### config.mk
export PLATFORM = sky130hd
export DESIGN_NAME = result_packer
export DESIGN_NICKNAME = d
export VERILOG_FILES = /design/src/rtl/result_packer.sv
export SDC_FILE = /design/constraint.sdc
export NUM_CORES = 1
export LEC_CHECK = 0
export ABC_AREA = 1
export ABC_CLOCK_PERIOD_IN_PS = 2800
export BUFFER_PORTS_ARGS = -buffer_cell sky130_fd_sc_hd__buf_2
export CORE_MARGIN = 10
export CORE_UTILIZATION = 38
export CTS_CLUSTER_DIAMETER = 50
export DETAILED_ROUTE_END_ITERATION = 10
export PLACE_DENSITY = 0.56
export SYNTH_ARGS = -nofsm -noshare
export SYNTH_HDL_FRONTEND = slang
export SYNTH_SLANG_ARGS = --single-unit
export TNS_END_PERCENT = 100
### constraint.sdc
create_clock -name clk -period 2.8 [get_ports clk]
set_input_delay 0.28 -clock clk [delete_from_list [all_inputs] [get_ports clk]]
set_output_delay 0.28 -clock clk [all_outputs]
set_load 0.02 [all_outputs]
### src/rtl/result_packer.sv
// result_packer: packs W-bit elements into DW-bit beats (N = DW/W lanes),
// little-endian by lane, with flush-driven tile closing.
//
// Parameters:
//   W   element width (bits)
//   DW  beat width (bits), integer multiple of W with DW/W >= 2
//
// Ports:
//   clk, rst             clock, synchronous active-high reset
//   in_valid/in_data     upstream element stream; in_ready back-pressure
//   flush                single-cycle pulse closing the current tile
//   m_valid/m_data/      downstream beat; m_keep is the per-lane valid mask,
//   m_keep/m_last        m_last marks the final beat of a tile
//   m_ready              downstream accept
//   tile_done            pulses the cycle after an m_last beat handshakes
//   beat_count           beats handshaken since reset (16-bit, wrapping)
//
// Configuration macro: RESULT_PACKER_STATS_EN enables the beat_count
// counter; when undefined beat_count is tied to zero.
module result_packer #(
  parameter int W  = 8,
  parameter int DW = 64
) (
  input  logic            clk,
  input  logic            rst,
  input  logic            in_valid,
  input  logic [W-1:0]    in_data,
  output logic            in_ready,
  input  logic            flush,
  output logic            m_valid,
  output logic [DW-1:0]   m_data,
  output logic [DW/W-1:0] m_keep,
  output logic            m_last,
  input  logic            m_ready,
  output logic            tile_done,
  output logic [15:0]     beat_count
);

  localparam int N  = DW / W;
  localparam int CW = $clog2(N);
  localparam logic [CW-1:0] CNT_MAX = CW'(N - 1);

  if (((DW % W) != 0) || ((DW / W) < 2)) begin : g_bad_cfg
    $fatal(1, "result_packer: DW must be a multiple of W with DW/W >= 2");
  end

  typedef enum logic {S_ACC, S_FLUSH} state_t;

  state_t               state, state_nxt;
  logic [CW-1:0]        cnt;
  logic [(N-1)*W-1:0]   acc;

  logic                 out_free;
  logic                 accept;
  logic                 full;
  logic                 flush_req;
  logic                 svc_flush;
  logic                 load;
  int unsigned          fill;
  logic [DW-1:0]        lanes;
  logic [DW-1:0]        beat_data;
  logic [N-1:0]         beat_keep;

  assign out_free  = !m_valid || m_ready;
  assign in_ready  = (state == S_ACC) && ((cnt < CNT_MAX) || out_free);
  assign accept    = in_valid && in_ready;
  // The last lane is never stored: it goes straight into the output register.
  assign full      = accept && (cnt == CNT_MAX);
  // A pulse arriving in S_FLUSH adds nothing; the pending request already holds.
  assign flush_req = (state == S_FLUSH) || flush;
  assign svc_flush = flush_req && out_free;
  assign load      = full || svc_flush;

  always_comb begin
    state_nxt = state;
    case (state)
      S_ACC:   if (flush && !out_free) state_nxt = S_FLUSH;
      S_FLUSH: if (out_free)           state_nxt = S_ACC;
      default: state_nxt = S_ACC;
    endcase
  end

  // One beat builder covers full beats, partial flush beats and empty flush
  // beats: keep/data are derived from the lane fill after this cycle's accept.
  always_comb begin
    lanes     = {{W{1'b0}}, acc};
    fill      = 32'(cnt) + 32'(accept);
    beat_data = '0;
    beat_keep = '0;
    for (int unsigned k = 0; k < N; k++) begin
      if (accept && (cnt == CW'(k))) lanes[k*W +: W] = in_data;
      if (k < fill) begin
        beat_keep[k]        = 1'b1;
        beat_data[k*W +: W] = lanes[k*W +: W];
      end
    end
  end

  always_ff @(posedge clk) begin
    if (rst) begin
      state     <= S_ACC;
      cnt       <= '0;
      acc       <= '0;
      m_valid   <= 1'b0;
      m_data    <= '0;
      m_keep    <= '0;
      m_last    <= 1'b0;
      tile_done <= 1'b0;
    end else begin
      state     <= state_nxt;
      tile_done <= m_valid && m_ready && m_last;

      if (load) begin
        cnt <= '0;
        acc <= '0;
      end else if (accept) begin
        cnt <= cnt + 1'b1;
        for (int unsigned k = 0; k < N - 1; k++) begin
          if (cnt == CW'(k)) acc[k*W +: W] <= in_data;
        end
      end

      if (load) begin
        m_valid <= 1'b1;
        m_data  <= beat_data;
        m_keep  <= beat_keep;
        m_last  <= svc_flush;
      end else if (m_ready) begin
        m_valid <= 1'b0;
      end
    end
  end

`ifdef RESULT_PACKER_STATS_EN
  always_ff @(posedge clk) begin
    if (rst)                     beat_count <= '0;
    else if (m_valid && m_ready) beat_count <= beat_count + 16'd1;
  end
`else
  assign beat_count = '0;
`endif

endmodule

After elaboration in Yosys (flattened, before gate mapping)
Cells that the tools add are included.
Cells by class
  equal/unequal tests: 7
  multiplexer cells: 29
  order comparisons: 9
  add/subtract/negate cells: 2
  reduce and logical (&&, ||, !) cells: 30
  bitwise logic cells: 1
Operators with widths (count)
  2-to-1 mux 8 bit: 16
  less-than comparator 3 x 4 -> 1 bit, first input constant: 4
  logical AND 1 bit: 14
  AND reduction 2 bit: 7
  equality test 3 bit, second input constant: 4
  2-to-1 mux 1 bit: 12
  less-than comparator 1 x 4 -> 1 bit, first input constant: 2
  less-than comparator 2 x 4 -> 1 bit, first input constant: 2
  equality test 3 x 2 -> 1 bit, second input constant: 2
  adder 3 x 1 -> 4 bit: 1
  logical OR 1 bit: 4
  adder 3 x 1 -> 3 bit, second input constant: 1
  equality test 3 x 1 -> 1 bit, second input constant: 1
  zero test 3 bit: 1
  less-than comparator 3 bit, second input constant: 1
  zero test 1 bit: 2
  one-hot mux 1 bit (2 select lines): 1
  nonzero test 2 bit: 1
  OR reduction 2 bit: 1
  inverter 1 bit: 1
Storage, ports and cells
  word-level logic and storage cells: 92
  flip-flop bits (word level): 135

Depth between registers and ports, before layout
  depth in word-level cells: 8
  depth in mapped cells: 14

Least setup slack after synthesis
OpenSTA, ideal clock, no wires.
  path kind: register -> register
  from: reg m_valid
  to: reg m_data[40]
  clock period less this slack: 2232 ps
  arrival time: 2156 ps
  setup slack: 568 ps
  buffers on the path: 1
  stages on the path, launching flop included: 14
  cell sequence: dfxtp_1 > nand2_1 > nor2_1 > nor2_2 > buf_4 > nand2_1 > inv_1 > ha_1 > ha_1 > xor2_1 > inv_1 > o21ai_0 > nand3_1 > o21ai_0
Between the ends
  word-level cells in the longest chain between the ends: 8
  elaborated cells between the ends (all ways): 13
  classes of those cells: add/sub (1); order compare (1); mux (2); reduce/logical (9)
RTL lines
  start: declaration: RTL line 30  | output logic m_valid,
  start signal: assignment: RTL line 104  | m_valid <= 1'b0;
  start signal: assignment: RTL line 124  | m_valid <= 1'b1;
  start signal: assignment: RTL line 129  | m_valid <= 1'b0;
  zero test 1 bit (*): RTL line 64  | assign out_free = !m_valid || m_ready;
  logical OR 1 bit (*): RTL line 64
  logical OR 1 bit (*): RTL line 65  | assign in_ready = (state == S_ACC) && ((cnt < CNT_MAX) || out_free);
  logical AND 1 bit (*): RTL line 65
  logical AND 1 bit (*): RTL line 66  | assign accept = in_valid && in_ready;
  via accept: RTL line 54  | logic accept;
  adder 3 x 1 -> 4 bit / logical AND 1 bit (equally long branches): RTL line 87, 91
  less-than comparator 3 x 4 -> 1 bit / 2-to-1 mux 8 bit (equally long branches): RTL line 92, 91
  2-to-1 mux 8 bit: RTL line 92  | if (k < fill) begin
  end signal: assignment: RTL line 125  | m_data <= beat_data;
  end: declaration: RTL line 31  | output logic [DW-1:0] m_data,
The timed path passes the listed nets; every way through them passes the cells marked *.
A chain may end at the register's enable or synchronous reset.

Worst setup path after layout
  from: reg cnt[1]
  to: reg m_data[48]
Between the ends
  word-level cells in the longest chain between the ends: 7
  elaborated cells between the ends (all ways): 13
  classes of those cells: add/sub (1); order compare (2); eq/ne (2); mux (2); reduce/logical (6)
RTL lines
  start: declaration: RTL line 50  | logic [CW-1:0] cnt;
  start signal: assignment: RTL line 117  | cnt <= cnt + 1'b1;
  less-than comparator 3 bit (*): RTL line 65
  logical OR 1 bit (*): RTL line 65
  logical AND 1 bit (*): RTL line 65
  logical AND 1 bit (*): RTL line 66
  via accept: RTL line 54
  adder 3 x 1 -> 4 bit / logical AND 1 bit (equally long branches): RTL line 87, 91
  less-than comparator 3 x 4 -> 1 bit / 2-to-1 mux 8 bit (equally long branches): RTL line 92, 91
  2-to-1 mux 8 bit: RTL line 92
Marked as above.

==> summary.txt <==
Synthesis
  – Synth area leader: dfxtp_1
  – Synth top area share: 0.503
  – Synth unique cells: 25
  – Syn. warnings: 0
  – Register bit count reported by yosys: 135
  – Gate Count Post-Synth: 711
  – Mapped cell area: roughly 5400 um^2
  – Sequential fraction of the synthesis area: 0.503
  – Synth Area per Inst: about 7.6 um^2
  – Synth area leaders: dfxtp_1 50%, nand2_1 15%, nand4_1 7.3%

STA
  – Slew headroom: 0.554
  – Slew @ Worst Pin: 0.670 ns
  – Clk_skew: slightly above 0.007 ns
  – Final worst slack: approximately 0.3 ns
  – Final hold viol count: 0
  – Endpoints failing setup: 0
  – Tmin final: about 2.5 ns
  – RSZ-0062 raised after global routing: false
  – Max-slew violations: 0
  – Fmax: 400 MHz
  – Sum of negative setup slack: 0 ns
  – Final period util: 0.892

Power
  – Final Total Pwr: 4.21 mW
  – Switching power: 976 uW
  – Clock Power Share: 0.472
  – Leakage: between 2 and 3 nW
  – Logic pwr share: 0.063
  – Pint: 3.23 mW
  – VDD IR max: 0.398 mV
  – Sw frac: 0.232
  – Total power per unit cell area: 655 nW/um^2
  – Reg power frac: 0.465

Die
  – Num ports: 105
  – Overall die area: 19,300 um^2
  – Row count: 43
  – Core area: 13,900 um^2
  – Starting Density: 0.387
  – Die X: 139 um
  – Die H: 139 um

Hold path
  – Hold path startpoint: in_data[3]
  – Hold crit path type: in -> reg

Route
  – DR WL/cell: 14.5 um
  – Final wirelength: 14.2 mm
  – Initial drt markers: 386
  – Post-route ant nets: 0
  – DR vias/cell: between 4 and 5
  – Total number of vias: around 4,800
  – # DRC: 0
  – Drt pass-1 iters: 5

Cells and area
  – Final core utilization: 0.463
  – Filler cell count: 1,409
  – Layout cells sized above 1: 0.180
  – Area Growth Syn to Fin: 19.6%
  – Final nets: approximately 820
  – Antenna cell count: 0

Worst setup path
  – Worst reg2reg startpoint: cnt[1]$_SDFFE_PP0P_
  – Startpoint class of the critical path: register
  – Cells along the critical path: nand3_1 -> nor2_1 -> nor2_4 -> nand2_1 -> inv_1 -> ha_1 -> ha_1 -> xor2_1 -> inv_1 -> o21ai_0 -> nand3_1 -> o21ai_0
  – CP endpoint: m_data[48]$_SDFFE_PP0P_
  – CP arrival: 2.83 ns
  – Worst path top cell family by delay: simple AND/OR/NAND/NOR gates
  – Worst path depth: 12
  – Worst-path fanout max: 9
  – Critical path type: reg -> reg
  – Critical path startpoint: cnt[1]$_SDFFE_PP0P_
  – Reg2Reg Depth: 12
  – CP Capture Type: register
  – CP Buf/Inv Count: 2
  – Setup slack, reg-to-reg: 0.30 ns
  – Slowest CP cell: dfxtp_1
  – Crit path largest cell delay: approximately 0.44 ns
  – FF-to-FF End: m_data[48]$_SDFFE_PP0P_
  – Worst Path Required: 3.13 ns

CTS
  – CTS tree: yes
  – Clk slew on worst S/H paths: approximately 0.060 ns
  – H-tree depth: 4
  – CTS root buffer: clkbuf_16
  – Post-CTS Setup Repair Bufs: 0
  – Clock Sink Count: ~140
  – Hold_buf cts: 0
  – CTS resizes: 0
  – TritonCTS Buffers: 17
  – Longest Clk Path Bufs: 2
  – Worst-skew pair later-pin latency: 0.42 ns

Place
  – Port Buf Inserts: 88
  – DP Wirelength: 9.80 mm
  – Post-placement worst setup slack: 0.343 ns
  – Final GP Congestion: 0.868

Run
  – Max-cap violations: 0

Outcome
  – Run status: finished, final reports clean

Global route
  – Vias in the first global route: around 4,500
  – Largest net degree at the start of global routing: 65
  – Final global-route overflow total: 0
  – Initial antenna violation count: 0
  – Gr usage total: 0.148
  – First-pass GRT wire length: 23.3 mm
[cell usage after synthesis]
master / number
nand4_1: 63
o21ai_1: 2
xor2_1: 1
nand4_2: 1
buf_4: 18
ha_1: 8
inv_1: 77
buf_1: 5
nor2_2: 15
conb_1: 1
o21ai_0: 59
nor2_8: 1
dfxtp_1: 135
clkbuf_1: 5
buf_2: 15
a21oi_1: 4
clkinv_1: 4
nand2_4: 1
nand2_2: 1
nor2_1: 54
nand2_1: 218
or2_2: 1
buf_6: 2
inv_2: 3
nand3_1: 17
[metrics by stage]
step                      std cells  hold WS (ns)  instance area (um^2)
after floorplan                 726         0.349                  5430
after global routing            985        0.0996                  6430
after CTS                       985        0.0858                  6420
after global placement          956         0.423                  5900
final                           985         0.106                  6430
after detailed placement        956         0.428                  5900
[tightest hold or removal path, stage by stage]
cell	delay, ns
buf_2	0.09
nand3_1	0.06
nand2_1	0.06
[layout by cell type (no fill, tap or decap), types with 3 or more instances in the layout]
cell and n:
nand2_1 218, clkbuf_1 3, inv_2 3, clkinv_2 4, inv_1 77, buf_4 6, ha_1 8, o21ai_0 59
a21oi_1 4, clkbuf_16 17, nor2_1 54, nand4_1 63, clkinv_1 4, nand3_1 16, buf_2 88, conb_1 16
clkbuf_8 5, dfxtp_1 135, nor2_2 14
[worst min path at each step]
stage | endpoint | slack [ns] | cells past startpoint
CTS | m_data[59]$_SDFFE_PP0P_ | 0.09 | 3
detailed placement | m_keep[4]$_SDFFE_PP0P_ | 0.43 | 2
finish | m_data[59]$_SDFFE_PP0P_ | 0.11 | 3
floorplan | m_last$_SDFFE_PP0P_ | 0.35 | 1
global route | m_data[60]$_SDFFE_PP0P_ | 0.1 | 3
global placement | m_keep[3]$_SDFFE_PP0P_ | 0.42 | 2
[kinds of logic (layout without fill, tap and decap cells)]
| logic type | count (synthesis) | in the layout | synth area share |
|---|---|---|---|
| AO/OA/AOI/OAI | 65 | 65 | 0.0605 |
| AND/OR/NAND/NOR | 372 | 372 | 0.307 |
| XOR/XNOR | 1 | 1 | 0.00163 |
| flip-flops | 135 | 135 | 0.503 |
| buffers and inverters | 129 | 208 | 0.109 |
| adder cells (fa/ha/maj) | 8 | 8 | 0.0186 |
| other | 1 | 16 | 0.000697 |
[layer usage]
metal	wire, um	vias up	track usage
li1	-	2406	-
met1	6530	2203	0.185
met3	753	20	0.0452
met5	0	-	0
met4	207	0	0.0533
met2	6750	121	0.236
[sequential cells by signal, summed over array words and instances (netlist names)]
| name | flops |
|---|---|
| m_keep | 8 |
| cnt | 3 |
| acc | 56 |
| m_valid | 1 |
| tile_done | 1 |
| m_data | 64 |
| m_last | 1 |
| state | 1 |
[power groups by stage]
stage / registers, mW / logic [mW] / clock network (mW)
floorplan: 2.01 / 0.188 / 0
global placement: 2.00 / 0.262 / 0
detailed placement: 2.00 / 0.265 / 0
CTS: 1.96 / 0.266 / 2.03
global route: 1.96 / 0.296 / 2.13
finish: 1.96 / 0.266 / 1.99
[final cells by class]
type	instances	area, um^2	area share
multi-input combinational	462	2150	0.335
tap	180	225	0.0350
clock inverter	4	20.0	0.00311
clock buffer	25	505	0.0786
timing repair buffer	95	505	0.0786
sequential	135	2700	0.420
inverter	84	315	0.0490
Power figures use the tool's default switching activity.
